===== src/rtl/demux1x2_8bits_if.sv =====
`default_nettype none
// +----------------------------------------------------------------------+
// | demux1x2_8bits_if : interleaved byte stream in, two lane words out   |
// | Revision 1.0                                                         |
// +----------------------------------------------------------------------+
interface demux1x2_8bits_if #(
   parameter int BW = 8
);
   logic [BW-1:0] data_000;
   logic          valid_000;
   logic [BW-1:0] data_00;
   logic          valid_00;
   logic [BW-1:0] data_11;
   logic          valid_11;
   logic          out_stb;
   logic          locked;

   // master drives the serial stream and observes the lanes
   modport master (
      output data_000, valid_000,
      input  data_00, valid_00, data_11, valid_11, out_stb, locked
   );

   modport slave (
      input  data_000, valid_000,
      output data_00, valid_00, data_11, valid_11, out_stb, locked
   );
endinterface
`default_nettype wire


===== src/rtl/demux1x2_8bits.sv =====
`default_nettype none
// +----------------------------------------------------------------------+
// | demux1x2_8bits : splits a 4f interleaved byte stream into two lanes  |
// | Revision 1.0                                                         |
// +----------------------------------------------------------------------+
module demux1x2_8bits #(
   parameter int BW         = 8,
   parameter int IDLE_LIMIT = 8,
   parameter int CNT_W      = 4
) (
   input  wire                    clk_4f,
   input  wire                    reset,
   demux1x2_8bits_if.slave        bus
);

   localparam logic [CNT_W-1:0] C_IDLE_LAST = CNT_W'(IDLE_LIMIT - 1);
   localparam logic [CNT_W-1:0] C_IDLE_MAX  = CNT_W'(IDLE_LIMIT);

   logic [BW-1:0]    data_00_r;
   logic             valid_00_r;
   logic [BW-1:0]    data_11_r;
   logic             valid_11_r;
   logic             out_stb_r;
   logic             locked_r;
   logic             phase;
   logic [BW-1:0]    stage_data;
   logic             stage_valid;
   logic [CNT_W-1:0] idle_cnt;
   logic             unlock;

   // The IDLE_LIMIT-th consecutive idle sample drops alignment.
   assign unlock = locked_r && !bus.valid_000 && (idle_cnt == C_IDLE_LAST);

   always_ff @(posedge clk_4f or posedge reset) begin
      if (reset) begin
         data_00_r   <= '0;
         valid_00_r  <= 1'b0;
         data_11_r   <= '0;
         valid_11_r  <= 1'b0;
         out_stb_r   <= 1'b0;
         locked_r    <= 1'b0;
         phase       <= 1'b0;
         stage_data  <= '0;
         stage_valid <= 1'b0;
         idle_cnt    <= '0;
      end else begin
         out_stb_r <= 1'b0;
         if (!locked_r) begin
            if (bus.valid_000) begin
               locked_r    <= 1'b1;
               stage_data  <= bus.data_000;
               stage_valid <= 1'b1;
               phase       <= 1'b1;
               idle_cnt    <= '0;
            end
         end else if (unlock) begin
            // unlock takes priority over a coincident phase-1 update
            locked_r    <= 1'b0;
            phase       <= 1'b0;
            stage_valid <= 1'b0;
            valid_00_r  <= 1'b0;
            valid_11_r  <= 1'b0;
            idle_cnt    <= '0;
         end else begin
            phase <= ~phase;
            if (bus.valid_000) begin
               idle_cnt <= '0;
            end else if (idle_cnt != C_IDLE_MAX) begin
               idle_cnt <= idle_cnt + 1'b1;
            end
            if (!phase) begin
               stage_data  <= bus.data_000;
               stage_valid <= bus.valid_000;
            end else begin
               valid_00_r <= stage_valid;
               valid_11_r <= bus.valid_000;
               if (stage_valid) begin
                  data_00_r <= stage_data;
               end
               if (bus.valid_000) begin
                  data_11_r <= bus.data_000;
               end
               out_stb_r <= 1'b1;
            end
         end
      end
   end

   assign bus.data_00  = data_00_r;
   assign bus.valid_00 = valid_00_r;
   assign bus.data_11  = data_11_r;
   assign bus.valid_11 = valid_11_r;
   assign bus.out_stb  = out_stb_r;
   assign bus.locked   = locked_r;

endmodule
`default_nettype wire


===== src/flat_wrapper.sv =====
// flat-port wrapper written by rule: the top's interface ports become plain ports
module demux1x2_8bits_flat 
#(
   parameter int BW         = 8,
   parameter int IDLE_LIMIT = 8,
   parameter int CNT_W      = 4
)
  (clk_4f, reset, bus_data_000, bus_valid_000, bus_data_00, bus_valid_00, bus_data_11, bus_valid_11, bus_out_stb, bus_locked);
  demux1x2_8bits_if #(.BW(BW)) bus_i ();
  input  wire clk_4f;
  input  wire reset;
  input wire logic [$bits(bus_i.data_000)-1:0] bus_data_000;
  input wire logic [$bits(bus_i.valid_000)-1:0] bus_valid_000;
  output wire logic [$bits(bus_i.data_00)-1:0] bus_data_00;
  output wire logic [$bits(bus_i.valid_00)-1:0] bus_valid_00;
  output wire logic [$bits(bus_i.data_11)-1:0] bus_data_11;
  output wire logic [$bits(bus_i.valid_11)-1:0] bus_valid_11;
  output wire logic [$bits(bus_i.out_stb)-1:0] bus_out_stb;
  output wire logic [$bits(bus_i.locked)-1:0] bus_locked;
  assign bus_i.data_000 = bus_data_000;
  assign bus_i.valid_000 = bus_valid_000;
  assign bus_data_00 = bus_i.data_00;
  assign bus_valid_00 = bus_i.valid_00;
  assign bus_data_11 = bus_i.data_11;
  assign bus_valid_11 = bus_i.valid_11;
  assign bus_out_stb = bus_i.out_stb;
  assign bus_locked = bus_i.locked;
  demux1x2_8bits #(.BW(BW), .IDLE_LIMIT(IDLE_LIMIT), .CNT_W(CNT_W)) u_core (.clk_4f(clk_4f), .reset(reset), .bus(bus_i));
endmodule

===== config.mk =====
export PLATFORM = sky130hd
export DESIGN_NAME = demux1x2_8bits_flat
export DESIGN_NICKNAME = d
export VERILOG_FILES = /design/src/rtl/demux1x2_8bits_if.sv /design/src/rtl/demux1x2_8bits.sv /design/src/flat_wrapper.sv
export SDC_FILE = /design/constraint.sdc
export NUM_CORES = 1
export LEC_CHECK = 0
export ABC_AREA = 0
export CORE_AREA = 2 2 55 57
export CTS_BUF_LIST = sky130_fd_sc_hd__clkbuf_4 sky130_fd_sc_hd__clkbuf_8 sky130_fd_sc_hd__clkbuf_16
export DETAILED_ROUTE_END_ITERATION = 7
export DIE_AREA = 0 0 57 59
export GPL_TIMING_DRIVEN = 0
export MAX_ROUTING_LAYER = met4
export PLACE_DENSITY = 0.78
export SLEW_MARGIN = 20
export SYNTH_ARGS = -nofsm -noshare
export SYNTH_HDL_FRONTEND = slang
export SYNTH_SLANG_ARGS = --single-unit

===== constraint.sdc =====
create_clock -name clk_4f -period 5.17 [get_ports clk_4f]
set_input_delay 1.034 -clock clk_4f [delete_from_list [all_inputs] [get_ports clk_4f]]
set_output_delay 1.034 -clock clk_4f [all_outputs]
set_load 0.01 [all_outputs]

### Word level (Yosys, flattened, before mapping)

Cells that the tools add are included.
Widths: inputs -> output; s select.

| storage, ports and cells | value |
|---|---|
| input bits | 11 |
| logic and storage cells | 55 |
| flip-flop bits (word level) | 34 |
| output and inout port bits | 20 |

| cells by class | value |
|---|---|
| reductions and logical operators | 12 |
| equality and inequality tests | 5 |
| muxes and demuxes | 25 |
| bitwise gates (word level) | 2 |
| add/subtract/negate cells | 1 |

Operators with widths:

| operator | count |
|---|---|
| $mux 8 | 4 |
| $mux 4 | 5 |
| $mux 1 | 16 |
| $reduce_and 4->1 | 2 |
| $reduce_and 2->1 | 3 |
| $add 4x1->4 const B | 1 |
| $eq 4x3->1 const B | 1 |
| $ne 2x2->1 const B | 2 |
| $ne 4x4->1 const B | 1 |
| $reduce_bool 2->1 | 2 |
| $ne 3x3->1 const B | 1 |
| $reduce_and 3->1 | 1 |
| $reduce_bool 3->1 | 1 |
| $logic_and 1x1->1 | 2 |
| $not 1->1 | 2 |
| $logic_not 1->1 | 1 |

### Longest topological paths before layout

Gate-level depths: netlist (run 1).

| logic depth | value |
|---|---|
| depth in word-level cells | 5 |
| gate-level depth with buffers | 5 |
| gate-level depth less buffers | 5 |

### Least setup slack after synthesis (run 1)

No wires, ideal clock.

| timing | value |
|---|---|
| path type | input -> register |
| start point | input port bus_valid_000 |
| end point | register u_core.data_00_r[0] (netlist: u_core.bus.data_00[0]) |
| slack | 3.003 ns |
| buffers on the path | 1 |
| stages | 4 |
| setup time | 0.125 ns |
| data arrival time | 2.042 ns |
| path through | buf_2 nor4bb_4 nor3b_4 mux2_2 |

| on the way | value |
|---|---|
| word-level cells in the longest chain between the ends | 5 |

RTL lines:

| element | line | source |
|---|---|---|
| from (decl) | flat_wrapper.sv:13 | `input wire logic [$bits(bus_i.valid_000)-1:0] bus_valid_000;` |
| $logic_not 1->1 | demux1x2_8bits.sv:32 | `assign unlock = locked_r && !bus.valid_000 && (idle_cnt == C_IDLE_LAST);` |
| $logic_and 1x1->1 (2 in series) | demux1x2_8bits.sv:32 |  |
| $not 1->1 (no source line) | n/a |  |
| $reduce_and 4->1 (no source line) | n/a |  |
| to (signal assigned) | demux1x2_8bits.sv:78 | `data_00_r <= stage_data;` |
| to (decl) | demux1x2_8bits.sv:19 | `logic [BW-1:0] data_00_r;` |

No other way between the ends.
A chain may end at the register's enable or synchronous reset.

### Worst setup path in the final report (run 1)

| timing | value |
|---|---|
| start point | register u_core.locked_r (netlist: u_core.bus.locked) |
| end point | output port bus_locked |

RTL lines:

| element | line | source |
|---|---|---|
| from (decl) | demux1x2_8bits.sv:24 | `logic locked_r;` |
| from (signal assigned) | demux1x2_8bits.sv:41 | `locked_r <= 1'b0;` |
| from (signal assigned) | demux1x2_8bits.sv:50 | `locked_r <= 1'b1;` |
| from (signal assigned) | demux1x2_8bits.sv:58 | `locked_r <= 1'b0;` |
| to (decl) | flat_wrapper.sv:19 | `output wire logic [$bits(bus_i.locked)-1:0] bus_locked;` |

No word-level cell between the ends.

==> out/qor.csv, run 1 <==
metric,value,unit
post-synthesis cell count,102,
initial DRC count,22,
"non-filler cells, final",170,
Relative slew margins,0.5402,
reg-to-reg startpoint,u_core.idle_cnt[0],
hold buffers post-CTS,0,
wire per inst,14.38,um
initial antenna violation count,0,
Placed Cells,162,
sequential area share after synthesis,0.5981,
vias in the first global route,945,
syn nets,115,
GRT overflow,0,
LEAKAGE,0.7715,nW
CP Max Fanout,6,
Ys Warns,0,
Die Y,59,um
Top Ports,31,
R2R setup slack,3.32,ns
CP max stage delay,0.58,ns
core footprint,0.002710,sq mm
gr usage total,0.1711,
asr flop ratio synth,1.000,
Final Routed Wirelength,2445,um
Sequential Power Share,0.437,
worst vdd ir,419.7,uV
count of cell types in the netlist,25,
status,finished clean,
DP Wirelength,1696,um
"Cell Area, Synth",0.001423,sq mm
Final min period,2.429,ns
DRT Pass-1 Iters,4,
switching power,0.2800,mW
PortBufs,29,
worst path arrival time,1.40,ns
worst hold stages,1,
PnR Total Power,0.9723,mW
CTS Buffer Depth,2,
Worst Max-Slew Pin Slew,0.6886,ns
period utilization,0.4699,
Synth Flop Type,dfrtp_1,
final setup TNS,0,ns
# resized after CTS,0,
maxcap violations,0,
unrepaired setup endpoints after global routing,false,
layout cell share with drive strength beyond 1,0.3022,
Sw Share,0.2880,
Final GP Congestion,0.7330,
worst r2r path cells,4,
Starting Density,0.5249,
ANT nets after route,0,
WS Path Type,reg2out,
Layout fillers,215,
first-pass GRT wire length,4153,um
cts bufs inserted,5,
worst path bufs/invs,1,
Hold WC Path Type,reg2reg,
largest area contributor in the netlist,dfrtp_1,
TritonCTS clock tree,built,
clock share of power,0.159,
die width,57,um
diode count,0,
final net count,151,
DIE AREA,0.003363,sq mm
CTS H-Tree Depth,2,
Clock transition at path regs,0.10,ns
Critical-path top delay cell,clkdlybuf4s50_1,
crit start category,register,
"CP delay by family, top",buffers and inverters,
Synth top cells by count,"dfrtp_1, mux2_2, a21oi_1, nand2_1, inv_1",
CTS sink cnt,34,
Via Count,927,
post-CTS setup buffers,0,
top-count cell post-synth,dfrtp_1,
internal power,0.6922,mW
area grow syn2layout,27.62,%
Final Max Tran Viols,0,
Post-route DRC,0,
Comb pwr share,0.403,
hold_sp,u_core.bus.valid_00,
Max Fclk,0.4116,GHz
Final Hold Viols,0,
"top cells by area, synth","dfrtp_1, mux2_2, a21oi_1",
largest net degree at the start of global routing,35,
FF-to-FF End,u_core.stage_data[2],
Yosys reg bits,34,
Worst-Skew Late Latency,0.33,ns
CP Capture Type,output port,
row cnt,19,
root buffer cell,clkbuf_4,
Vias/cell,5.453,
final setup violation count,0,
post-synth top area share,0.5981,
Hold Path Sink,u_core.bus.valid_00,
PwrDens,535.5,mW/mm^2
Worst Skew,0.004564,ns
"EDFF count, synth",0,
Worst EP required,4.14,ns
syn_area_per_cell,13.95,sq um
worst-path cell chain,clkdlybuf4s50_1,
metal layers:
metal,up-vias,global-route usage,part of all wire
met5,-,-,0
met4,0,0.07309,0.012
met3,5,0.06332,0.065
met2,32,0.2677,0.48
met1,455,0.2003,0.45
li1,435,-,-
kinds of logic after synthesis:
family                   synth area share
flip-flops                         0.5981
multiplexers                       0.1900
AND/OR/NAND/NOR                   0.09324
AO/OA/AOI/OAI                     0.07740
buffers and inverters             0.02375
adder cells (fa/ha/maj)           0.01759
sequential cells by signal, summed over array words and instances (netlist names):
signal	cells
u_core.bus.valid_11	1
u_core.bus.out_stb	1
u_core.stage_data	8
u_core.idle_cnt	4
u_core.bus.data_11	8
u_core.bus.valid_00	1
u_core.phase	1
u_core.bus.locked	1
u_core.stage_valid	1
u_core.bus.data_00	8
worst max path at each step:
stage / from / endpoint / slack [ns] / depth (start not counted)
global route: u_core.bus.locked / bus_locked / 2.65 / 1
detailed placement: bus_valid_000 / u_core.bus.data_00[2] / 2.78 / 4
global placement: reset / u_core.bus.data_11[2] / 2.66 / 2
finish: u_core.bus.locked / bus_locked / 2.74 / 1
floorplan: bus_valid_000 / u_core.bus.data_00[0] / 3.00 / 4
CTS: u_core.bus.locked / bus_locked / 2.72 / 1
placed cells by master (no fill, tap or decap), types with 2 or more instances in the layout:
cell / Yosys / routed
dfrtp_1: 34 / 34
buf_2: 3 / 3
clkdlybuf4s50_1: 0 / 29
o21ai_0: 3 / 3
nand2_1: 6 / 6
mux2_2: 24 / 24
a21oi_1: 6 / 6
clkbuf_4: 0 / 6
ha_1: 2 / 2
a31oi_1: 2 / 2
nor2_1: 2 / 2
inv_1: 5 / 4
final cells by class:
cell class	count	area, sq um	area share
inverters	5	18.77	0.01034
repair buffers	29	290.3	0.1599
multi-input cells	60	538.0	0.2963
clock inverters	1	5.005	0.002757
clock buffers	7	58.81	0.03239
well taps	31	38.79	0.02136
flip-flops and latches	34	850.8	0.4686
plain buffers	3	15.01	0.008270
power groups by stage:
stage	Clock (mW)	Combinational, mW	Sequential (mW)
after global routing	0.170	0.422	0.441
after detailed placement	0	0.399	0.430
after CTS	0.162	0.399	0.426
after floorplan	0	0.179	0.459
after global placement	0	0.390	0.426
final	0.155	0.392	0.425
through the flow:
step	hold slack, ns	instance area, sq um	utilization	setup WS (ns)
floorplan	0.4750	1423	-	3.003
global placement	0.4716	1752	0.6464	2.659
detailed placement	0.4710	1752	0.6464	2.783
CTS	0.4929	1815	0.6699	2.718
global route	0.5142	1815	0.6699	2.654
finish	0.4905	1815	0.6699	2.741
No activity file was read; power rests on OpenSTA's default activity.
==> run 2: changes to the inputs <==
CORE_AREA = 2 2 60 62   (was 2 2 55 57)
DIE_AREA = 0 0 62 64   (was 0 0 57 59)
PLACE_DENSITY = 0.69   (was 0.78)
clock period = 2.2 ns   (was 5.17 ns; I/O delays follow)
==> run 2 against run 1 <==
Effect of this change: cell count is 8.2% higher; sequential share of layout area is 0.19 points lower; hold slack worse by 0.066 ns; critical endpoint unchanged; largest cell class unchanged; highest routed layer unchanged.
==> out/qor.csv, run 2 (synthesized netlist as in run 1, its figures left out) <==
metric,value,unit
status,finished clean,
worst path bufs/invs,1,
first-pass GRT wire length,4616,um
Via Count,938,
period utilization,0.8398,
worst vdd ir,671.2,uV
Relative slew margins,0.5385,
Final Hold Viols,0,
Worst Skew,0.009449,ns
pre-CTS setup slack,0.3516,ns
"CP delay by family, top",buffers and inverters,
final setup violation count,0,
Max Fclk,0.5413,GHz
DRT Pass-1 Iters,4,
worst path arrival time,1.41,ns
Worst EP required,1.76,ns
CP Capture Type,output port,
root buffer cell,clkbuf_4,
Worst Max-Slew Pin Slew,0.6913,ns
unrepaired setup endpoints after global routing,false,
final net count,151,
design area,0.001823,sq mm
Worst-Skew Late Latency,0.32,ns
final setup TNS,0,ns
gr usage total,0.1628,
wire per inst,14.08,um
"commonest non-fill, non-tap cell in the layout",dfrtp_1,
ANT nets after route,0,
largest net degree at the start of global routing,35,
post-CTS setup buffers,0,
initial DRC count,25,
initial antenna violation count,0,
Clock transition at path regs,0.10,ns
GRT overflow,0,
row cnt,21,
most frequent cells in the layout,"dfrtp_1, clkdlybuf4s50_1, mux2_2",
final setup margin,0.3525,ns
CTS H-Tree Depth,2,
CP max stage delay,0.59,ns
Hold WC Path Type,in2reg,
PwrDens,1242,mW/mm^2
Top Ports,31,
Post-route DRC,0,
area grow syn2layout,28.14,%
Vias/cell,5.098,
WS Path Type,reg2out,
# resized after CTS,0,
LEAKAGE,0.7605,nW
crit start category,register,
CTS Buffer Depth,2,
Final min period,1.847,ns
Final GP Congestion,0.8302,
worst-path cell chain,clkdlybuf4s50_1,
Die Y,64,um
CTS sink cnt,34,
DIE AREA,0.003968,sq mm
hold buffers post-CTS,0,
cts bufs inserted,5,
Hold WS,0.4249,ns
Starting Density,0.4331,
maxcap violations,0,
layout cell share with drive strength beyond 1,0.2971,
Post-DP Area,0.001770,sq mm
Critical-path top delay cell,clkdlybuf4s50_1,
Final Max Tran Viols,0,
die width,62,um
Final Routed Wirelength,2590,um
PortBufs,29,
diode count,0,
vias in the first global route,1012,
core footprint,0.003284,sq mm
TritonCTS clock tree,built,
CP Max Fanout,6,
DP Wirelength,1881,um
run 2: cell types whose count changed in the layout (fill, tap and decap cells not counted), sizes merged:
cell      change
clkbuf        -1
clkinvlp      +1
clkinv        -1
run 2: per-stage QoR:
| step | total power, mW | instances | util |
|---|---|---|---|
| 6_report | 2.264 | 184 | 0.5550 |
| 5_1_grt | 2.424 | 184 | 0.5550 |
| 4_1_cts | 2.294 | 184 | 0.5550 |
| 3_5_place_dp | 1.960 | 177 | 0.5390 |
| 3_3_place_gp | 1.923 | 177 | 0.5390 |
| 2_1_floorplan | 1.498 | 102 | - |
run 2: power breakdown:
| part | switching, mW | total [mW] | internal, mW |
|---|---|---|---|
| combinational | 0.348 | 0.930 | 0.582 |
| clock | 0.200 | 0.332 | 0.132 |
| sequential | 0.125 | 1.00 | 0.878 |
run 2: per-layer routing:
layer,GRT usage,vias up,share of wire
met5,-,-,0
met4,0.05585,0,0.016
met3,0.05263,5,0.057
met2,0.2461,32,0.50
met1,0.2035,465,0.43
li1,-,436,-
run 2: cell type report:
class | instances | area (sq um)
Buffer | 3 | 15.01
Sequential cell | 34 | 850.8
Clock inverter | 1 | 7.507
Clock buffer | 6 | 45.04
Fill cell | 275 | 1461
Inverter | 5 | 18.77
Tap cell | 46 | 57.56
Multi-Input combinational cell | 60 | 538.0
Timing Repair Buffer | 29 | 290.3
run 2: path summary, 6_finish.rpt:
check                                   endpoint  cells past startpoint                 from  slack [ns]
min                           u_core.idle_cnt[3]                      2        bus_valid_000        0.42
max reg2reg                u_core.bus.data_00[1]                      4   u_core.idle_cnt[0]        0.36
min in group asynchronous  u_core.bus.data_11[1]                      2                reset        0.54
max                                   bus_locked                      1    u_core.bus.locked        0.35
max in group asynchronous  u_core.bus.data_11[7]                      2                reset        1.21
min reg2reg                  u_core.bus.valid_00                      1  u_core.bus.valid_00        0.50
